**src/rtl/mem_pkg.sv**
```systemverilog
// Shared defaults and encodings for the memory arbiter.
//   ADDR_W_DEF       default memory address width
//   DATA_W_DEF       default memory word width
//   STARVE_LIMIT_DEF default consecutive fetch denials before fetch is forced
//   route_e          owner of the read response due in the next cycle
package mem_pkg;

    localparam int ADDR_W_DEF       = 11;
    localparam int DATA_W_DEF       = 16;
    localparam int STARVE_LIMIT_DEF = 3;

    typedef enum logic [1:0] {
        ROUTE_NONE  = 2'd0,
        ROUTE_FETCH = 2'd1,
        ROUTE_DATA  = 2'd2
    } route_e;

endpackage

```
**src/rtl/mem_arbiter_if.sv**
```systemverilog
// Bus bundle between the two requesters, the arbiter and the block memory.
//   fetch port : if_req, if_addr -> if_gnt, if_rvalid, if_rdata
//   data port  : d_req, d_we, d_addr, d_wdata -> d_gnt, d_rvalid, d_rdata
//   memory     : mem_we, mem_addr, mem_din -> mem_dout (registered, 1-cycle latency)
// Modport slave is the arbiter view; master is the requester/memory view.
interface mem_arbiter_if #(
    parameter int ADDR_W = 11,
    parameter int DATA_W = 16
);
    logic              if_req;
    logic [ADDR_W-1:0] if_addr;
    logic              if_gnt;
    logic              if_rvalid;
    logic [DATA_W-1:0] if_rdata;

    logic              d_req;
    logic              d_we;
    logic [ADDR_W-1:0] d_addr;
    logic [DATA_W-1:0] d_wdata;
    logic              d_gnt;
    logic              d_rvalid;
    logic [DATA_W-1:0] d_rdata;

    logic              mem_we;
    logic [ADDR_W-1:0] mem_addr;
    logic [DATA_W-1:0] mem_din;
    logic [DATA_W-1:0] mem_dout;

    modport slave (
        input  if_req, if_addr, d_req, d_we, d_addr, d_wdata, mem_dout,
        output if_gnt, if_rvalid, if_rdata, d_gnt, d_rvalid, d_rdata,
               mem_we, mem_addr, mem_din
    );

    modport master (
        output if_req, if_addr, d_req, d_we, d_addr, d_wdata, mem_dout,
        input  if_gnt, if_rvalid, if_rdata, d_gnt, d_rvalid, d_rdata,
               mem_we, mem_addr, mem_din
    );
endinterface

```
**src/rtl/arb_starve_ctr.sv**
```systemverilog
// Fetch starvation counter.
//   clk, reset : clock, synchronous active-high reset
//   req, gnt   : fetch request and fetch grant of the current cycle
//   at_limit   : counter has reached LIMIT; fetch must win this cycle
// Counts denied fetch cycles, saturates at LIMIT, clears on grant or idle.
module arb_starve_ctr
    import mem_pkg::*;
#(
    parameter int LIMIT = STARVE_LIMIT_DEF
) (
    input  logic clk,
    input  logic reset,
    input  logic req,
    input  logic gnt,
    output logic at_limit
);
    localparam int CW = (LIMIT < 1) ? 1 : $clog2(LIMIT + 1);
    localparam logic [CW-1:0] LIM = CW'(LIMIT);

    logic [CW-1:0] cnt;

    always_ff @(posedge clk) begin
        if (reset) begin
            cnt <= '0;
        end else if (!req || gnt) begin
            cnt <= '0;
        end else if (cnt != LIM) begin
            cnt <= cnt + 1'b1;
        end
    end

    assign at_limit = (cnt == LIM);
endmodule

```
**src/rtl/mem_arbiter.sv**
```systemverilog
// Two-port arbiter in front of a single-port block memory.
//   clk, reset : clock, synchronous active-high reset
//   bus        : mem_arbiter_if.slave (fetch port, data port, memory side)
// Data wins contention unless fetch has been denied STARVE_LIMIT cycles in a
// row. Grants are combinational; read data returns one cycle after grant and
// is steered by a route register to the port that owned the read.
module mem_arbiter
    import mem_pkg::*;
#(
    parameter int ADDR_W       = ADDR_W_DEF,
    parameter int DATA_W       = DATA_W_DEF,
    parameter int STARVE_LIMIT = STARVE_LIMIT_DEF
) (
    input  logic         clk,
    input  logic         reset,
    mem_arbiter_if.slave bus
);
    logic              at_limit;
    logic              fetch_win;
    route_e            route_q;
    route_e            route_d;
    logic [ADDR_W-1:0] addr_hold;
    logic [DATA_W-1:0] if_hold;
    logic [DATA_W-1:0] d_hold;

    arb_starve_ctr #(
        .LIMIT (STARVE_LIMIT)
    ) u_starve (
        .clk      (clk),
        .reset    (reset),
        .req      (bus.if_req),
        .gnt      (bus.if_gnt),
        .at_limit (at_limit)
    );

    always_comb begin
        fetch_win    = bus.if_req & (at_limit | ~bus.d_req);
        bus.if_gnt   = fetch_win & ~reset;
        bus.d_gnt    = bus.d_req & ~fetch_win & ~reset;

        bus.mem_we   = bus.d_gnt & bus.d_we;
        bus.mem_din  = '0;
        bus.mem_addr = addr_hold;
        route_d      = ROUTE_NONE;

        if (bus.d_gnt) begin
            bus.mem_addr = bus.d_addr;
            bus.mem_din  = bus.d_wdata;
            if (!bus.d_we) begin
                route_d = ROUTE_DATA;
            end
        end else if (bus.if_gnt) begin
            bus.mem_addr = bus.if_addr;
            route_d      = ROUTE_FETCH;
        end
    end

    // Gating with reset drops a read granted just before reset asserted.
    always_comb begin
        bus.if_rvalid = ~reset & (route_q == ROUTE_FETCH);
        bus.d_rvalid  = ~reset & (route_q == ROUTE_DATA);
        bus.if_rdata  = bus.if_rvalid ? bus.mem_dout : if_hold;
        bus.d_rdata   = bus.d_rvalid  ? bus.mem_dout : d_hold;
    end

    always_ff @(posedge clk) begin
        if (reset) begin
            route_q   <= ROUTE_NONE;
            addr_hold <= '0;
            if_hold   <= '0;
            d_hold    <= '0;
        end else begin
            route_q   <= route_d;
            addr_hold <= bus.mem_addr;
            if (bus.if_rvalid) begin
                if_hold <= bus.mem_dout;
            end
            if (bus.d_rvalid) begin
                d_hold <= bus.mem_dout;
            end
        end
    end
endmodule
```
**src/flat_wrapper.sv**
```systemverilog
// flat-port wrapper written by rule: the top's interface ports become plain ports
module mem_arbiter_flat import mem_pkg::*;
#(
    parameter int ADDR_W       = ADDR_W_DEF,
    parameter int DATA_W       = DATA_W_DEF,
    parameter int STARVE_LIMIT = STARVE_LIMIT_DEF
)
  (clk, reset, bus_if_req, bus_if_addr, bus_d_req, bus_d_we, bus_d_addr, bus_d_wdata, bus_mem_dout, bus_if_gnt, bus_if_rvalid, bus_if_rdata, bus_d_gnt, bus_d_rvalid, bus_d_rdata, bus_mem_we, bus_mem_addr, bus_mem_din);
  mem_arbiter_if #(.ADDR_W(ADDR_W), .DATA_W(DATA_W)) bus_i ();
  input  logic clk;
  input  logic reset;
  input wire logic [$bits(bus_i.if_req)-1:0] bus_if_req;
  input wire logic [$bits(bus_i.if_addr)-1:0] bus_if_addr;
  input wire logic [$bits(bus_i.d_req)-1:0] bus_d_req;
  input wire logic [$bits(bus_i.d_we)-1:0] bus_d_we;
  input wire logic [$bits(bus_i.d_addr)-1:0] bus_d_addr;
  input wire logic [$bits(bus_i.d_wdata)-1:0] bus_d_wdata;
  input wire logic [$bits(bus_i.mem_dout)-1:0] bus_mem_dout;
  output wire logic [$bits(bus_i.if_gnt)-1:0] bus_if_gnt;
  output wire logic [$bits(bus_i.if_rvalid)-1:0] bus_if_rvalid;
  output wire logic [$bits(bus_i.if_rdata)-1:0] bus_if_rdata;
  output wire logic [$bits(bus_i.d_gnt)-1:0] bus_d_gnt;
  output wire logic [$bits(bus_i.d_rvalid)-1:0] bus_d_rvalid;
  output wire logic [$bits(bus_i.d_rdata)-1:0] bus_d_rdata;
  output wire logic [$bits(bus_i.mem_we)-1:0] bus_mem_we;
  output wire logic [$bits(bus_i.mem_addr)-1:0] bus_mem_addr;
  output wire logic [$bits(bus_i.mem_din)-1:0] bus_mem_din;
  assign bus_i.if_req = bus_if_req;
  assign bus_i.if_addr = bus_if_addr;
  assign bus_i.d_req = bus_d_req;
  assign bus_i.d_we = bus_d_we;
  assign bus_i.d_addr = bus_d_addr;
  assign bus_i.d_wdata = bus_d_wdata;
  assign bus_i.mem_dout = bus_mem_dout;
  assign bus_if_gnt = bus_i.if_gnt;
  assign bus_if_rvalid = bus_i.if_rvalid;
  assign bus_if_rdata = bus_i.if_rdata;
  assign bus_d_gnt = bus_i.d_gnt;
  assign bus_d_rvalid = bus_i.d_rvalid;
  assign bus_d_rdata = bus_i.d_rdata;
  assign bus_mem_we = bus_i.mem_we;
  assign bus_mem_addr = bus_i.mem_addr;
  assign bus_mem_din = bus_i.mem_din;
  mem_arbiter #(.ADDR_W(ADDR_W), .DATA_W(DATA_W), .STARVE_LIMIT(STARVE_LIMIT)) u_core (.clk(clk), .reset(reset), .bus(bus_i));
endmodule
```
**config.mk**
```make
export PLATFORM = sky130hd
export DESIGN_NAME = mem_arbiter_flat
export DESIGN_NICKNAME = d
export VERILOG_FILES = /design/src/rtl/mem_pkg.sv /design/src/rtl/mem_arbiter_if.sv /design/src/rtl/arb_starve_ctr.sv /design/src/rtl/mem_arbiter.sv /design/src/flat_wrapper.sv
export SDC_FILE = /design/constraint.sdc
export NUM_CORES = 1
export LEC_CHECK = 0
export ABC_AREA = 1
export BUFFER_PORTS_ARGS = -buffer_cell sky130_fd_sc_hd__buf_4
export CAP_MARGIN = 10
export CORE_ASPECT_RATIO = 0.9
export CORE_MARGIN = 2
export CORE_UTILIZATION = 45
export DETAILED_ROUTE_END_ITERATION = 8
export HOLD_SLACK_MARGIN = 0.08
export PLACE_DENSITY = 0.8
export SYNTH_ARGS = -nofsm -noshare
export SYNTH_HDL_FRONTEND = slang
export SYNTH_SLANG_ARGS = --single-unit
```
**constraint.sdc**
```tcl
create_clock -name clk -period 1.4 [get_ports clk]
set_input_delay 0.07 -clock clk [delete_from_list [all_inputs] [get_ports clk]]
set_output_delay 0.07 -clock clk [all_outputs]
set_load 0.01 [all_outputs]
```
==> results.ini, run 1 <==
[status]
status=aborted with a tool error
last_stage_reached=global routing
error_message=[ERROR DPL-0033] detailed placement checks failed during check placement.

[yosys]
synth_area_per_cell_um2=6.52
postSynthCellCount=360
synth-compound-area-share=0.0704
xor_xnor_cell_area_share_of_the_yosys_netlist=0
synth_cell_types=19
seq_area_frac_synth=0.401
synth-adder-area-share=0.00533
synth_top_family_by_area=simple AND/OR/NAND/NOR gates
syn_area_mm2=0.00235
synth.ff_latch_count=47
synth_nets=420
synthSimpleGateAreaFrac=0.297
post_synthesis_mux_area_share=0
synth.yosys.warnings=0

[floorplanning]
std_cell_rows=24
die_width_um=80.1
io-pin-count=123
start_util=0.477
chip_height_um=72.5

[place]
port_buffers=122
place.detailed.hpwl_mm=4.14
area_post_placement_mm2=0.00329
place.detailed.instances=540
gpl.final_weighted_congestion=0.791

[sta]
worst_endpoint_kind=primary output
grt-worst-endpoint=bus_mem_addr[4]

[clock_tree]
clk_root_buffer_cell=sky130_fd_sc_hd__clkbuf_8
cts-buffers-inserted=5
cts.sinks=47
largest_buffer_count_on_any_clock_path=2
htree_num_levels=2

[global_routing]
antenna_violations_before_repair=0
grt_start_max_net_pins=34

Yosys cell counts, drive strengths merged:
library cell / n / area (µm²)
o21ai: 32 / 160
nand3: 25 / 150
or2: 11 / 68.8
dfxtp: 47 / 941
ha: 1 / 12.5
clkbuf: 4 / 15.0
nand2: 60 / 230
buf: 14 / 135
a21oi: 1 / 5.00
nor2: 64 / 248
inv: 101 / 382
repair_timing:
item,CTS
pin swaps,8
endpoints found under the hold margin,33
endpoints found under the setup margin,65
buffers inserted,10
gates resized for setup,97
hold buffers,19
gates cloned,9
cells by family after synthesis:
| group | after synthesis |
|---|---|
| AND/OR/NAND/NOR | 160 |
| AO/OA/AOI/OAI | 33 |
| buffers and inverters | 119 |
| adder cells (fa/ha/maj) | 1 |
| flip-flops | 47 |
metrics by stage:
step                      hold slack (ns)   util  worst slack (ns)
after detailed placement            0.241  0.668           -0.0952
after global placement              0.243  0.668           -0.0344
after floorplan                     0.142      -             0.180
after CTS                          0.0984  0.813            -0.215
==> run 2, diff against run 1 <==
--- a/config.mk
+++ b/config.mk
@@ -8,12 +8,10 @@
 export ABC_AREA = 1
 export BUFFER_PORTS_ARGS = -buffer_cell sky130_fd_sc_hd__buf_4
 export CAP_MARGIN = 10
-export CORE_ASPECT_RATIO = 0.9
 export CORE_MARGIN = 2
-export CORE_UTILIZATION = 45
+export CORE_UTILIZATION = 38
 export DETAILED_ROUTE_END_ITERATION = 8
-export HOLD_SLACK_MARGIN = 0.08
-export PLACE_DENSITY = 0.8
+export PLACE_DENSITY_LB_ADDON = 0.15
 export SYNTH_ARGS = -nofsm -noshare
 export SYNTH_HDL_FRONTEND = slang
 export SYNTH_SLANG_ARGS = --single-unit
==> run 2 against run 1 <==
The flow now finishes, with violations (setup timing); synthesized cell count stayed put; area after synthesis stayed put.
==> results.ini, run 2 <==
[status]
status=finished, violations left
failed_checks=setup timing

[yosys]
synth-edff-count=0
yosysMostFrequentCell=sky130_fd_sc_hd__inv_1
synth.ff_latch_count=47
seq_area_frac_synth=0.401
async_flop_share=0
synth_top_cell_area_share=0.401
ys_top_cells_by_area=sky130_fd_sc_hd__dfxtp_1 (40%), sky130_fd_sc_hd__inv_1 (16%), sky130_fd_sc_hd__nor2_1 (10%)
synth.yosys.warnings=0
synth_nets=420
syn_area_mm2=0.00235
postSynthCellCount=360
synth_cell_types=19
synth_area_per_cell_um2=6.52
ys_dominant_reg_cell=sky130_fd_sc_hd__dfxtp_1
post-synth-top-area-cell=sky130_fd_sc_hd__dfxtp_1
synth_top_cells_by_count=sky130_fd_sc_hd__inv_1 (100), sky130_fd_sc_hd__nor2_1 (63), sky130_fd_sc_hd__nand2_1 (58)

[worst_setup_path]
crit_type=register to output port
cp_data_required_time_ns=1.33
arrival_ns=1.54
end_kind=output port
crit_path_max_fanout=6
timing.reg2reg.worst_path_depth=10
crit_path_launch_type=register

[layout]
areaGrowthSynthToFinish_pct=106
antenna_cells_inserted=0
layout_common_cells=sky130_fd_sc_hd__buf_4 (107), sky130_fd_sc_hd__inv_1 (71), sky130_fd_sc_hd__buf_6 (63)
layout-drive-gt1-share=0.605
top_regs=u_core.d_hold: 16 flops, u_core.if_hold: 16 flops, u_core.addr_hold: 11 flops
final_common_cell=sky130_fd_sc_hd__buf_4
post-route-cell-area_mm2=0.00484
finalNetCount=594

[place]
area_post_placement_mm2=0.00331
gpl.final_weighted_congestion=0.781
place.detailed.hpwl_mm=3.99
port_buffers=122
placement.setup.worst_slack_ns=-0.00216

[floorplanning]
coreArea_mm2=0.00596
start_util=0.394
io-pin-count=123
std_cell_rows=28
floorplan.die_area_mm2=0.00682
chip_height_um=82.6
die_width_um=82.6

[power]
power.ir.vdd_worst_uv=518
power_density_mw_per_mm2=728
seq_power_share=0.401
power.clock.fraction=0.277
switching_share=0.286
combinational_power_share=0.322
p_switching_w=0.00101
static-leakage-power_nw=2.60
p_int_w=0.00251

[clock_tree]
htree_num_levels=2
clock_tree_from_tritoncts=done
cts.sinks=47
clkTransAtPathRegs_ns=0.08
clk_root_buffer_cell=sky130_fd_sc_hd__clkbuf_8
cts-buffers-inserted=5
clk-insertion-delay-late_ns=0.30
largest_buffer_count_on_any_clock_path=2

[sta]
timing.final.hold_violations=0
count_of_pins_over_their_slew_limit=0
timing.max_slew.rel_slack=0.732
max_freq_ghz=0.620
timing.final.setup_violations=71
rsz_0062_raised_after_global_routing=true
final_critical_path_setup_slack_ns=-0.213
worst_clock_skew_ns=0.00484
worst_margin_pin_slew_ns=0.402
finalCritPeriodShare=1.15
worst_hold_slack_ns=0.0268
finalWorstPathRequiredPeriod_ns=1.61

[global_routing]
overflow=0
first_pass_grt_wire_length_mm=11.7
antenna_violations_before_repair=0
grt_start_max_net_pins=36
via_count_of_the_first_global_routing_pass=2571
grtUsageTotal=0.223

[route]
drt.antenna.violating_nets=0
avgViaCountPerCell=4.64
detail_route.drc_violations=0
first_pass_iters=4
dr.first_iter.drc_count=103
route.vias.total=2826
wl_per_cell_um=14.4
routed_wirelength_mm=8.75

[job]
maxCapViolCount=0

[hold_path]
hold_path_class=input port to register
worst_hold_path.num_cells=3

run 2: power groups by stage:
stage	clock, W	sequential, W	combinational [W]
after floorplan	0	0.00144	0.000326
after global placement	0	0.00144	0.000657
after detailed placement	0	0.00144	0.000659
after CTS	0.000990	0.00141	0.000905
after global routing	0.00105	0.00142	0.00122
final	0.000977	0.00141	0.00113
run 2: path summary, 6_finish.rpt:
path,start,to,slack [ns]
min,bus_mem_dout[1],u_core.if_hold[1],0.03
max,u_core.u_starve.cnt[0],bus_mem_addr[1],-0.21
min reg2reg,u_core.u_starve.cnt[0],u_core.u_starve.cnt[0],0.45
max reg2reg,u_core.u_starve.cnt[0],u_core.addr_hold[9],-0.11
run 2: layout make-up:
class | count | area [µm²]
clock buffers | 5 | 68.8
clock inverters | 2 | 37.5
fillers | 367 | 1120
inverters | 101 | 387
multi-input cells | 196 | 1530
flip-flops and latches | 47 | 946
well taps | 75 | 93.8
repair buffers | 183 | 1780
run 2: cell families after synthesis:
family,after synthesis,share of synthesized area
buffers and inverters,119,0.227
DFF,47,0.401
AOI/OAI and AO/OA,33,0.0704
and+or+nand+nor,160,0.297
adders and majority gates,1,0.00533
run 2: stage by stage:
step	std cells	total power, W	setup TNS (ns)	util
finish	609	0.00352	-8.95	0.812
global route	609	0.00368	-13.18	0.812
CTS	594	0.00331	-8.40	0.715
detailed placement	550	0.00210	-0.00216	0.557
global placement	550	0.00210	0	0.557
floorplan	360	0.00176	0	-
run 2: layer usage:
| metal | routed length [µm] | track usage |
|---|---|---|
| met2 | 4710 | 0.407 |
| met5 | 0 | 0 |
| met1 | 3380 | 0.258 |
| met3 | 508 | 0.0457 |
| met4 | 157 | 0.0738 |
run 2: timing repair:
item,in CTS,in global routing
pin swaps,9,36
endpoints found under the hold margin,1,0
endpoints found under the setup margin,61,71
buffers inserted,29,16
gates resized for setup,148,142
cloned,7,4
hold buffers,1,0
run 2: critical path: stages (launching register included):
cell and delay [ns]:
sky130_fd_sc_hd__dfxtp_2 0.34, sky130_fd_sc_hd__ha_4 0.18, sky130_fd_sc_hd__inv_4 0.08, sky130_fd_sc_hd__nand2_8 0.07, sky130_fd_sc_hd__buf_8 0.15, sky130_fd_sc_hd__nand3_2 0.08
sky130_fd_sc_hd__nand3_2 0.09, sky130_fd_sc_hd__nand2_2 0.10, sky130_fd_sc_hd__inv_2 0.04, sky130_fd_sc_hd__buf_6 0.11
(Power assumes the default switching activity.)
